$ cat config.mk
export PLATFORM = sky130hd
export DESIGN_NAME = mult_temporal_signed_unsigned
export DESIGN_NICKNAME = d
export VERILOG_FILES = /design/src/rtl/mult_temporal_signed_unsigned.sv
export SDC_FILE = /design/constraint.sdc
export NUM_CORES = 1
export LEC_CHECK = 0
export ABC_AREA = 0
export ABC_CLOCK_PERIOD_IN_PS = 7000
export CORE_ASPECT_RATIO = 0.8
export CORE_MARGIN = 10
export CORE_UTILIZATION = 55
export DETAILED_ROUTE_END_ITERATION = 16
export PLACE_DENSITY_LB_ADDON = 0.12
export SYNTH_ARGS = -nofsm -noshare
export SYNTH_HDL_FRONTEND = slang
export SYNTH_SLANG_ARGS = --single-unit
export TNS_END_PERCENT = 100
$ cat constraint.sdc
create_clock -name clk -period 7 [get_ports clk]
set_input_delay 1.4 -clock clk [delete_from_list [all_inputs] [get_ports clk]]
set_output_delay 1.4 -clock clk [all_outputs]
set_load 0.02 [all_outputs]
$ cat src/rtl/mult_temporal_signed_unsigned.sv
// ---------------------------------------------------------------------------
// mult_temporal_signed_unsigned
//
// Multi-cycle signed/unsigned multiplier. Operand in_1 is consumed one
// BRICK_WIDTH-bit brick per cycle; each cycle adds (in_0 x brick) << (k*B)
// into an accumulator, so only an (IN_0_WIDTH+1) x (BRICK_WIDTH+1) multiplier
// array is needed. Valid/ready handshakes on both the operand and result side.
//
// Optional feature macro: MULT_TEMPORAL_ACC_EN
//   When defined, an acc_clear port exists and is sampled at accept. If
//   acc_clear=0, the accumulator keeps the previous result, so out becomes the
//   running sum of products (mod 2^OUT_WIDTH). When the macro is undefined,
//   the accumulator is always cleared at accept.
//
// Ports:
//   clk        in   clock, rising edge
//   reset      in   synchronous active-high reset
//   in_valid   in   operands valid
//   in_ready   out  operands can be accepted (combinational from state/out_ready)
//   in_0       in   multiplicand, IN_0_WIDTH bits
//   in_1       in   multiplier, IN_1_WIDTH bits, split into bricks
//   sign_mode  in   bit0: in_0 signed, bit1: in_1 signed
//   acc_clear  in   clear accumulator at accept (MULT_TEMPORAL_ACC_EN only)
//   out_valid  out  result valid (registered)
//   out_ready  in   downstream accepts result
//   out        out  product / running sum, OUT_WIDTH bits (registered)
// ---------------------------------------------------------------------------
module mult_temporal_signed_unsigned #(
    parameter int unsigned IN_0_WIDTH  = 8,
    parameter int unsigned IN_1_WIDTH  = 8,
    parameter int unsigned BRICK_WIDTH = 2,
    parameter int unsigned OUT_WIDTH   = IN_0_WIDTH + IN_1_WIDTH + 1
) (
    input  logic                    clk,
    input  logic                    reset,
    input  logic                    in_valid,
    output logic                    in_ready,
    input  logic [IN_0_WIDTH-1:0]   in_0,
    input  logic [IN_1_WIDTH-1:0]   in_1,
    input  logic [1:0]              sign_mode,
`ifdef MULT_TEMPORAL_ACC_EN
    input  logic                    acc_clear,
`endif
    output logic                    out_valid,
    input  logic                    out_ready,
    output logic [OUT_WIDTH-1:0]    out
);

    localparam int unsigned NUM_BRICKS = IN_1_WIDTH / BRICK_WIDTH;
    localparam int unsigned K_W        = $clog2(NUM_BRICKS + 1);
    localparam int unsigned SH_W       = $clog2(IN_1_WIDTH + 1) + 1;
    localparam int unsigned PP_W       = IN_0_WIDTH + BRICK_WIDTH + 2;

    typedef enum logic [1:0] {
        IDLE = 2'd0,
        BUSY = 2'd1,
        DONE = 2'd2
    } state_e;

    state_e                  state_q, state_d;
    logic [K_W-1:0]          k_q, k_d;
    logic [IN_0_WIDTH-1:0]   a_q, a_d;
    logic [IN_1_WIDTH-1:0]   b_q, b_d;
    logic [1:0]              mode_q, mode_d;
    logic [OUT_WIDTH-1:0]    acc_q, acc_d;
    logic                    out_valid_q, out_valid_d;

    logic                    accept;
    logic                    clear_at_accept;
    logic                    last_brick;
    logic [BRICK_WIDTH-1:0]  brick;
    logic signed [IN_0_WIDTH:0]  ext0;
    logic signed [BRICK_WIDTH:0] extb;
    logic signed [PP_W-1:0]  pp;
    logic [OUT_WIDTH-1:0]    pp_ext;
    logic [SH_W-1:0]         shamt;
    logic [OUT_WIDTH-1:0]    pp_shift;

    // Operand handshake: free in IDLE, or in DONE when the result leaves this cycle
    assign in_ready = (state_q == IDLE) || ((state_q == DONE) && out_ready);
    assign accept   = in_valid && in_ready;

`ifdef MULT_TEMPORAL_ACC_EN
    assign clear_at_accept = acc_clear;
`else
    assign clear_at_accept = 1'b1;
`endif

    // b_q is shifted right each BUSY cycle, so the current brick is always the LSBs
    assign brick      = b_q[BRICK_WIDTH-1:0];
    assign last_brick = (k_q == K_W'(NUM_BRICKS - 1));

    // Only the top brick carries the sign of in_1; lower bricks are magnitudes
    assign ext0 = {mode_q[0] & a_q[IN_0_WIDTH-1], a_q};
    assign extb = {last_brick & mode_q[1] & brick[BRICK_WIDTH-1], brick};

    // Signed x signed product of the extended operands is exact in PP_W bits
    assign pp       = PP_W'(ext0) * PP_W'(extb);
    assign pp_ext   = OUT_WIDTH'(pp);
    assign shamt    = SH_W'(k_q) * SH_W'(BRICK_WIDTH);
    assign pp_shift = pp_ext << shamt;

    // State register
    always_ff @(posedge clk) begin
        if (reset) begin
            state_q     <= IDLE;
            k_q         <= '0;
            a_q         <= '0;
            b_q         <= '0;
            mode_q      <= '0;
            acc_q       <= '0;
            out_valid_q <= 1'b0;
        end else begin
            state_q     <= state_d;
            k_q         <= k_d;
            a_q         <= a_d;
            b_q         <= b_d;
            mode_q      <= mode_d;
            acc_q       <= acc_d;
            out_valid_q <= out_valid_d;
        end
    end

    // Next-state and datapath update
    always_comb begin
        state_d     = state_q;
        k_d         = k_q;
        a_d         = a_q;
        b_d         = b_q;
        mode_d      = mode_q;
        acc_d       = acc_q;
        out_valid_d = 1'b0;

        unique case (state_q)
            IDLE: begin
                state_d = IDLE;
            end
            BUSY: begin
                acc_d = acc_q + pp_shift;
                b_d   = b_q >> BRICK_WIDTH;
                k_d   = k_q + K_W'(1);
                if (last_brick) begin
                    state_d     = DONE;
                    k_d         = '0;
                    out_valid_d = 1'b1;
                end
            end
            DONE: begin
                out_valid_d = 1'b1;
                if (out_ready) begin
                    state_d     = IDLE;
                    out_valid_d = 1'b0;
                end
            end
            default: begin
                state_d = IDLE;
            end
        endcase

        // Accept overrides IDLE hold and the DONE->IDLE return
        if (accept) begin
            state_d     = BUSY;
            out_valid_d = 1'b0;
            k_d         = '0;
            a_d         = in_0;
            b_d         = in_1;
            mode_d      = sign_mode;
            acc_d       = clear_at_accept ? '0 : acc_q;
        end
    end

    assign out_valid = out_valid_q;
    assign out       = acc_q;

endmodule

==> metrics.cfg, run 1 <==
[outcome]
outcome=finished, final reports clean

[layout]
nFillCells=570
multi_input_area_um2=2610
drive_above_1_share=0.0499
final_common_cell=nand2_1
fin_area_um2=4120
area_delta_synth_final_pct=15.6
most-common-layout-cells=53 x nand2_1, 45 x nor2_1, 40 x dfxtp_1, 40 x clkdlybuf4s50_1, 38 x ha_1
fin_cells=565
nNetsFinal=551
n_antenna_cell=0
seqCellArea_um2=822

[clocking]
htree_levels=2
cts_resized=0
clock-sinks=41
clk_latency_ns=0.30
cts_setup_buffers=0
cts_tree=yes
cts.clk_slew.worst_paths_ns=0.09
cts_root_buf=clkbuf_8
cts_hold_buf=0
ctsLongestPathBuffers=2
cts_buffers=5

[power_and_ir_drop]
pwr-share-seq=0.500
switching_share=0.300
p_leak_nw=1.84
irDropWorstVdd_mv=0.131
pwr-share-comb=0.174
p_int_uw=351
powerDensity_nw_per_um2=122
p_switching_uw=151
power_frac_clock=0.326

[routing]
drc=0
highest_layer=met4
wl_met3_um=606
first_pass_iters=4
vias=3195
first_iter_violations=171
ant_nets=0
routed_wl_um=8430
wl_met2_um=3500
wl_per_cell_um=14.9
viasPerCell=5.65
wl_met1_um=4250

[global_route]
grt-ovfl-total=0
grt_antenna_before_repair=0
grt_pass1_vias=3093
grt_pass1_wl_um=14500
grt_start_max_net_pins=30
grt_usage=0.172

[sta]
tightest_slew_ns=1.12
slew_violations=0
final-hold-violation-count=0
finalSetupTns_ns=0
rsz0062_at_grt=no
fmax_mhz=158
fin_skew_ns=0.00592
slew_headroom=0.256
setup_viol=0
period_share=0.902
period_needed_ns=6.31

[yosys]
syn_nets=521
yosysWarningCount=0
async_reset_ff_frac=0
synthCells=450
synth_cell_type_count=48
avgSynthCellArea_um2=7.91
synth_top_flop_cell=dfxtp_1
syn-cell-area_um2=3560
ys_seq_elements=41
synth_edf_count=0
ys_seq_area_frac=0.231

[placement]
gp_congestion=0.925
dpl-instance-area_um2=4010
placedCellCount=557
dp_hpwl_um=6600
port_buffers=40

[hold_path]
min_to=mode_q[0]
hold_path.class=flip-flop to flip-flop
hold_path_startpoint=mode_q[0]
holdPathStages=2

[flow_run]
max_cap_viol_count=0

[critical_path]
r2r_slack_ns=0.69
worstSetupEndpointType=flip-flop
reg2reg_depth=27
crit_fanout=10
r2r_end=out[16]
cp_data_required_time_ns=7.23
arrival_ns=6.55
startpoint_type=flip-flop
r2r_start=k_q[1]
crit_type=flip-flop to flip-flop

[floorplanning]
rows=26
die-area_um2=10100
fp.dieH_um=92.0
start_util=0.561
core_um2=6340
ioPinCount=41
die_w_um=110

==> layout make-up <==
| type | instances | area share |
|---|---|---|
| timing repair buffer | 44 | 0.105 |
| tap | 84 | 0.0255 |
| clock buffer | 5 | 0.0167 |
| inverter | 16 | 0.0146 |
| multi-input combinational | 372 | 0.633 |
| sequential | 41 | 0.200 |
| clock inverter | 3 | 0.00547 |
==> power groups by stage <==
stage	Combinational, mW	Sequential, mW	Clock, mW
5_1_grt	0.0982	0.253	0.176
4_1_cts	0.0872	0.251	0.169
3_3_place_gp	0.0849	0.256	0
6_report	0.0875	0.251	0.163
2_1_floorplan	0.0589	0.253	0
3_5_place_dp	0.0871	0.256	0
==> logic make-up (layout without fill, tap and decap cells) <==
group,count (synthesis),after routing,share of synthesized area
muxes,21,21,0.0601
AOI/OAI and AO/OA,119,119,0.217
and+or+nand+nor,169,169,0.223
xor gates and xnor gates,14,14,0.0344
buffers and inverters,37,68,0.0397
adders and majority gates,49,49,0.195
DFF,41,41,0.231
==> worst max-delay path: stages, from the launching register on <==
cell,delay (ns)
dfxtp_1,0.36
ha_1,0.16
nor2b_1,0.23
nand3_2,0.23
or2_2,0.36
fa_1,0.52
fa_1,0.43
inv_1,0.06
ha_1,0.17
inv_1,0.06
fa_1,0.40
and2b_1,0.24
o2111ai_1,0.16
a31oi_1,0.26
o21bai_1,0.13
nand2_1,0.10
nor2_1,0.06
a211oi_1,0.24
o22ai_1,0.13
ha_1,0.36
nand3_1,0.19
o21ai_0,0.12
a31oi_1,0.19
o31ai_2,0.14
a211oi_2,0.24
nor3_1,0.08
or4_1,0.47
a21oi_1,0.14
==> per-layer routing <==
layer | global-route usage | up-vias
li1 | - | 1659
met2 | 0.247 | 67
met4 | 0.0400 | 0
met1 | 0.242 | 1462
met3 | 0.0545 | 7
met5 | 0 | -
==> through the flow <==
step	hold slack [ns]	power [mW]	setup WS (ns)	util
after floorplan	0.437	0.312	1.29	-
after global placement	0.451	0.341	0.775	0.633
after detailed placement	0.463	0.343	0.448	0.633
after CTS	0.476	0.507	0.397	0.647
after global routing	0.511	0.527	0.143	0.649
final	0.484	0.502	0.687	0.649
==> Yosys cell counts (3+ instances only) <==
cell type / n / area [µm²]
mux2_2: 3 / 33.8
and2_1: 16 / 100
a211oi_1: 12 / 90.1
mux2i_1: 18 / 180
a31oi_1: 5 / 31.3
dfxtp_1: 41 / 821
nand2b_1: 7 / 43.8
nand2_1: 53 / 199
nor2b_1: 5 / 31.3
o21ai_0: 23 / 115
buf_1: 4 / 15.0
a21o_1: 10 / 75.1
o31ai_1: 4 / 30.0
nor2_1: 45 / 169
xor2_1: 6 / 52.6
or2_2: 3 / 18.8
clkbuf_1: 15 / 56.3
ha_1: 38 / 475
o211a_1: 3 / 30.0
o211ai_1: 4 / 30.0
xnor2_1: 8 / 70.1
o21a_1: 8 / 60.1
and3_1: 4 / 25.0
nand4_1: 3 / 18.8
a21oi_1: 34 / 170
inv_1: 16 / 60.1
nand3_1: 11 / 55.1
nor3_1: 13 / 65.1
fa_1: 11 / 220
==> how the worst max path moves through the flow <==
stage,from,endpoint,slack (ns),depth (start not counted)
floorplan,k_q[0],out[16],1.29,27
global placement,k_q[2],out[16],0.78,24
detailed placement,k_q[2],out[16],0.45,24
CTS,k_q[2],out[16],0.40,24
global route,k_q[1],out[16],0.14,27
finish,k_q[1],out[16],0.69,27
==> sequential cells by signal (all words and copies together) (netlist names) <==
register   flops
a_q            8
b_q            8
k_q            3
mode_q         2
out           17
out_valid      1
state_q        2
No activity file was read; power rests on OpenSTA's default activity.
==> run 2, diff against run 1 <==
- CORE_MARGIN: 10 -> 4
==> run 2 against run 1 <==
- via count rose by 2.3%
- highest routed layer unchanged
- clock-buffer cell count unchanged
- utilization rose by 2.6 points
- clock power rose by 6%
- largest cell class unchanged
- critical path type unchanged
==> metrics.cfg, run 2 (synthesis results as in run 1) <==
[sta]
setup_viol=0  ; unchanged
slew_violations=0  ; unchanged
period_share=0.918  ; +0.0164
period_needed_ns=6.43  ; +0.115 ns
fin_skew_ns=0.0167  ; +0.0108 ns
slew_headroom=0.275  ; +0.0184
final-hold-violation-count=0  ; unchanged
finalSetupTns_ns=0  ; unchanged
fmax_mhz=156  ; -1.8%
rsz0062_at_grt=no
tightest_slew_ns=1.09  ; -0.0276 ns

[critical_path]
crit_family=simple AND/OR/NAND/NOR gates
cp-startpoint=k_q[2]
max_stage_delay_ns=0.57  ; +0.05 ns
crit_type=flip-flop to flip-flop
arrival_ns=6.68  ; +0.13 ns
path_common_cell=fa_1
crit_fanout=25  ; +15
r2r_slack_ns=0.57  ; -0.11 ns
cp.buffers_inverters=2  ; unchanged
cp_data_required_time_ns=7.25  ; +0.02 ns
slowest_stage=dfxtp_1
startpoint_type=flip-flop
worstSetupEndpointType=flip-flop
r2r_start=k_q[2]

[placement]
port_buffers=40  ; unchanged
dp_hpwl_um=6330  ; -4.2%
gp_congestion=0.885  ; -4.3%

[layout]
nNetsFinal=551  ; unchanged
n_antenna_cell=0  ; unchanged
drive_above_1_share=0.0478  ; -0.00208
largest_register_ffs=17  ; unchanged
final_common_cell=nand2_1
area_delta_synth_final_pct=15.6  ; about the same
most-common-layout-cells=53 x nand2_1, 45 x nor2_1, 41 x dfxtp_1, 40 x clkdlybuf4s50_1, 38 x ha_1

[clocking]
clock-sinks=41  ; unchanged
cts_hold_buf=0  ; unchanged
ctsLongestPathBuffers=2  ; unchanged
cts_setup_buffers=0  ; unchanged
cts_resized=0  ; unchanged
cts_root_buf=clkbuf_8
clk_latency_ns=0.31  ; about the same
htree_levels=2  ; unchanged
cts_buffers=5  ; unchanged
cts.clk_slew.worst_paths_ns=0.11  ; +0.02 ns
cts_tree=yes

[routing]
wl_per_cell_um=14.6  ; -2.0%
first_iter_violations=205  ; +20%
highest_layer=met4
routed_wl_um=8220  ; -2.5%
viasPerCell=5.81  ; +2.8%
drc=0  ; unchanged
first_pass_iters=4  ; unchanged
vias=3267  ; +2.3%
wl_met3_um=381  ; -37%
wl_met2_um=3640  ; +4.0%
ant_nets=0  ; unchanged
wl_met1_um=4130  ; -2.8%

[floorplanning]
fp.dieH_um=80.0  ; -13%
rows=25  ; -3.8%
core_um2=6100  ; -3.8%
die_w_um=97.9  ; -11%
die-area_um2=7830  ; -23%
start_util=0.584  ; +0.0224
ioPinCount=41  ; unchanged

[global_route]
grt_start_max_net_pins=30  ; unchanged
grt_usage=0.217  ; +0.0455
grt_pass1_wl_um=14400  ; -0.62%
grt-ovfl-total=0  ; unchanged
grt_antenna_before_repair=0  ; unchanged
grt_pass1_vias=3076  ; -0.55%

[power_and_ir_drop]
powerDensity_nw_per_um2=124  ; +1.6%
irDropWorstVdd_mv=0.0878  ; -33%
p_leak_nw=1.84  ; -0.21%
total_power_uw=510  ; +1.5%

[hold_path]
hold_path_startpoint=out[16]
hold_path.class=flip-flop to flip-flop

[outcome]
outcome=finished, final reports clean

[flow_run]
max_cap_viol_count=0  ; unchanged

-- run 2: changes by cell type in the layout (fill, tap and decap cells not counted), sizes merged --
| cell | delta |
|---|---|
| clkinvlp | +1 |
| inv | +1 |
| clkinv | -2 |
-- run 2: area by class of cell --
type	count	area (µm²)
clock inverters	3	25.0
repair buffers	44	430
inverters	16	60.1
fillers	523	1990
multi-input cells	372	2610
clock buffers	5	68.8
well taps	81	101
flip-flops and latches	41	821
-- run 2: where the power goes --
group	internal, mW	switching (mW)
clock network	0.0723	0.0994
registers	0.242	0.00925
logic	0.0387	0.0482
total	0.353	0.157
-- run 2: metrics by stage --
stage / instances / hold WS, ns / util / cell area (µm²) / setup WS, ns
detailed placement: 554 / 0.464 / 0.657 / 4010 / 0.565
global placement: 554 / 0.450 / 0.657 / 4010 / 0.779
floorplan: 450 / 0.437 / - / 3560 / 1.29
global route: 562 / 0.527 / 0.674 / 4110 / 0.0168
finish: 562 / 0.489 / 0.674 / 4110 / 0.572
CTS: 562 / 0.486 / 0.673 / 4100 / 0.463
-- run 2: path summary, 6_finish.rpt --
check | end | cells past startpoint
hold / removal | out[16] | 2
setup reg to reg | out[16] | 26
hold reg to reg | out[16] | 2
setup / recovery | out[16] | 26
-- run 2: metal layers --
| metal | vias to the layer above | global-route usage |
|---|---|---|
| met1 | 1532 | 0.309 |
| met5 | - | 0 |
| li1 | 1670 | - |
| met4 | 0 | 0.0429 |
| met2 | 56 | 0.344 |
| met3 | 9 | 0.0402 |
-- run 2: worst min-delay path: cells and delay by family (launching register included) --
family | cells | cell delay [ns]
compound gates | 2 | 0.11
flops | 1 | 0.34
==> run 3, diff against run 2 <==
- SLEW_MARGIN: default -> 20
==> results of run 3 <==
Same layout as run 2: the final DEF is identical, and so are final timing and power.
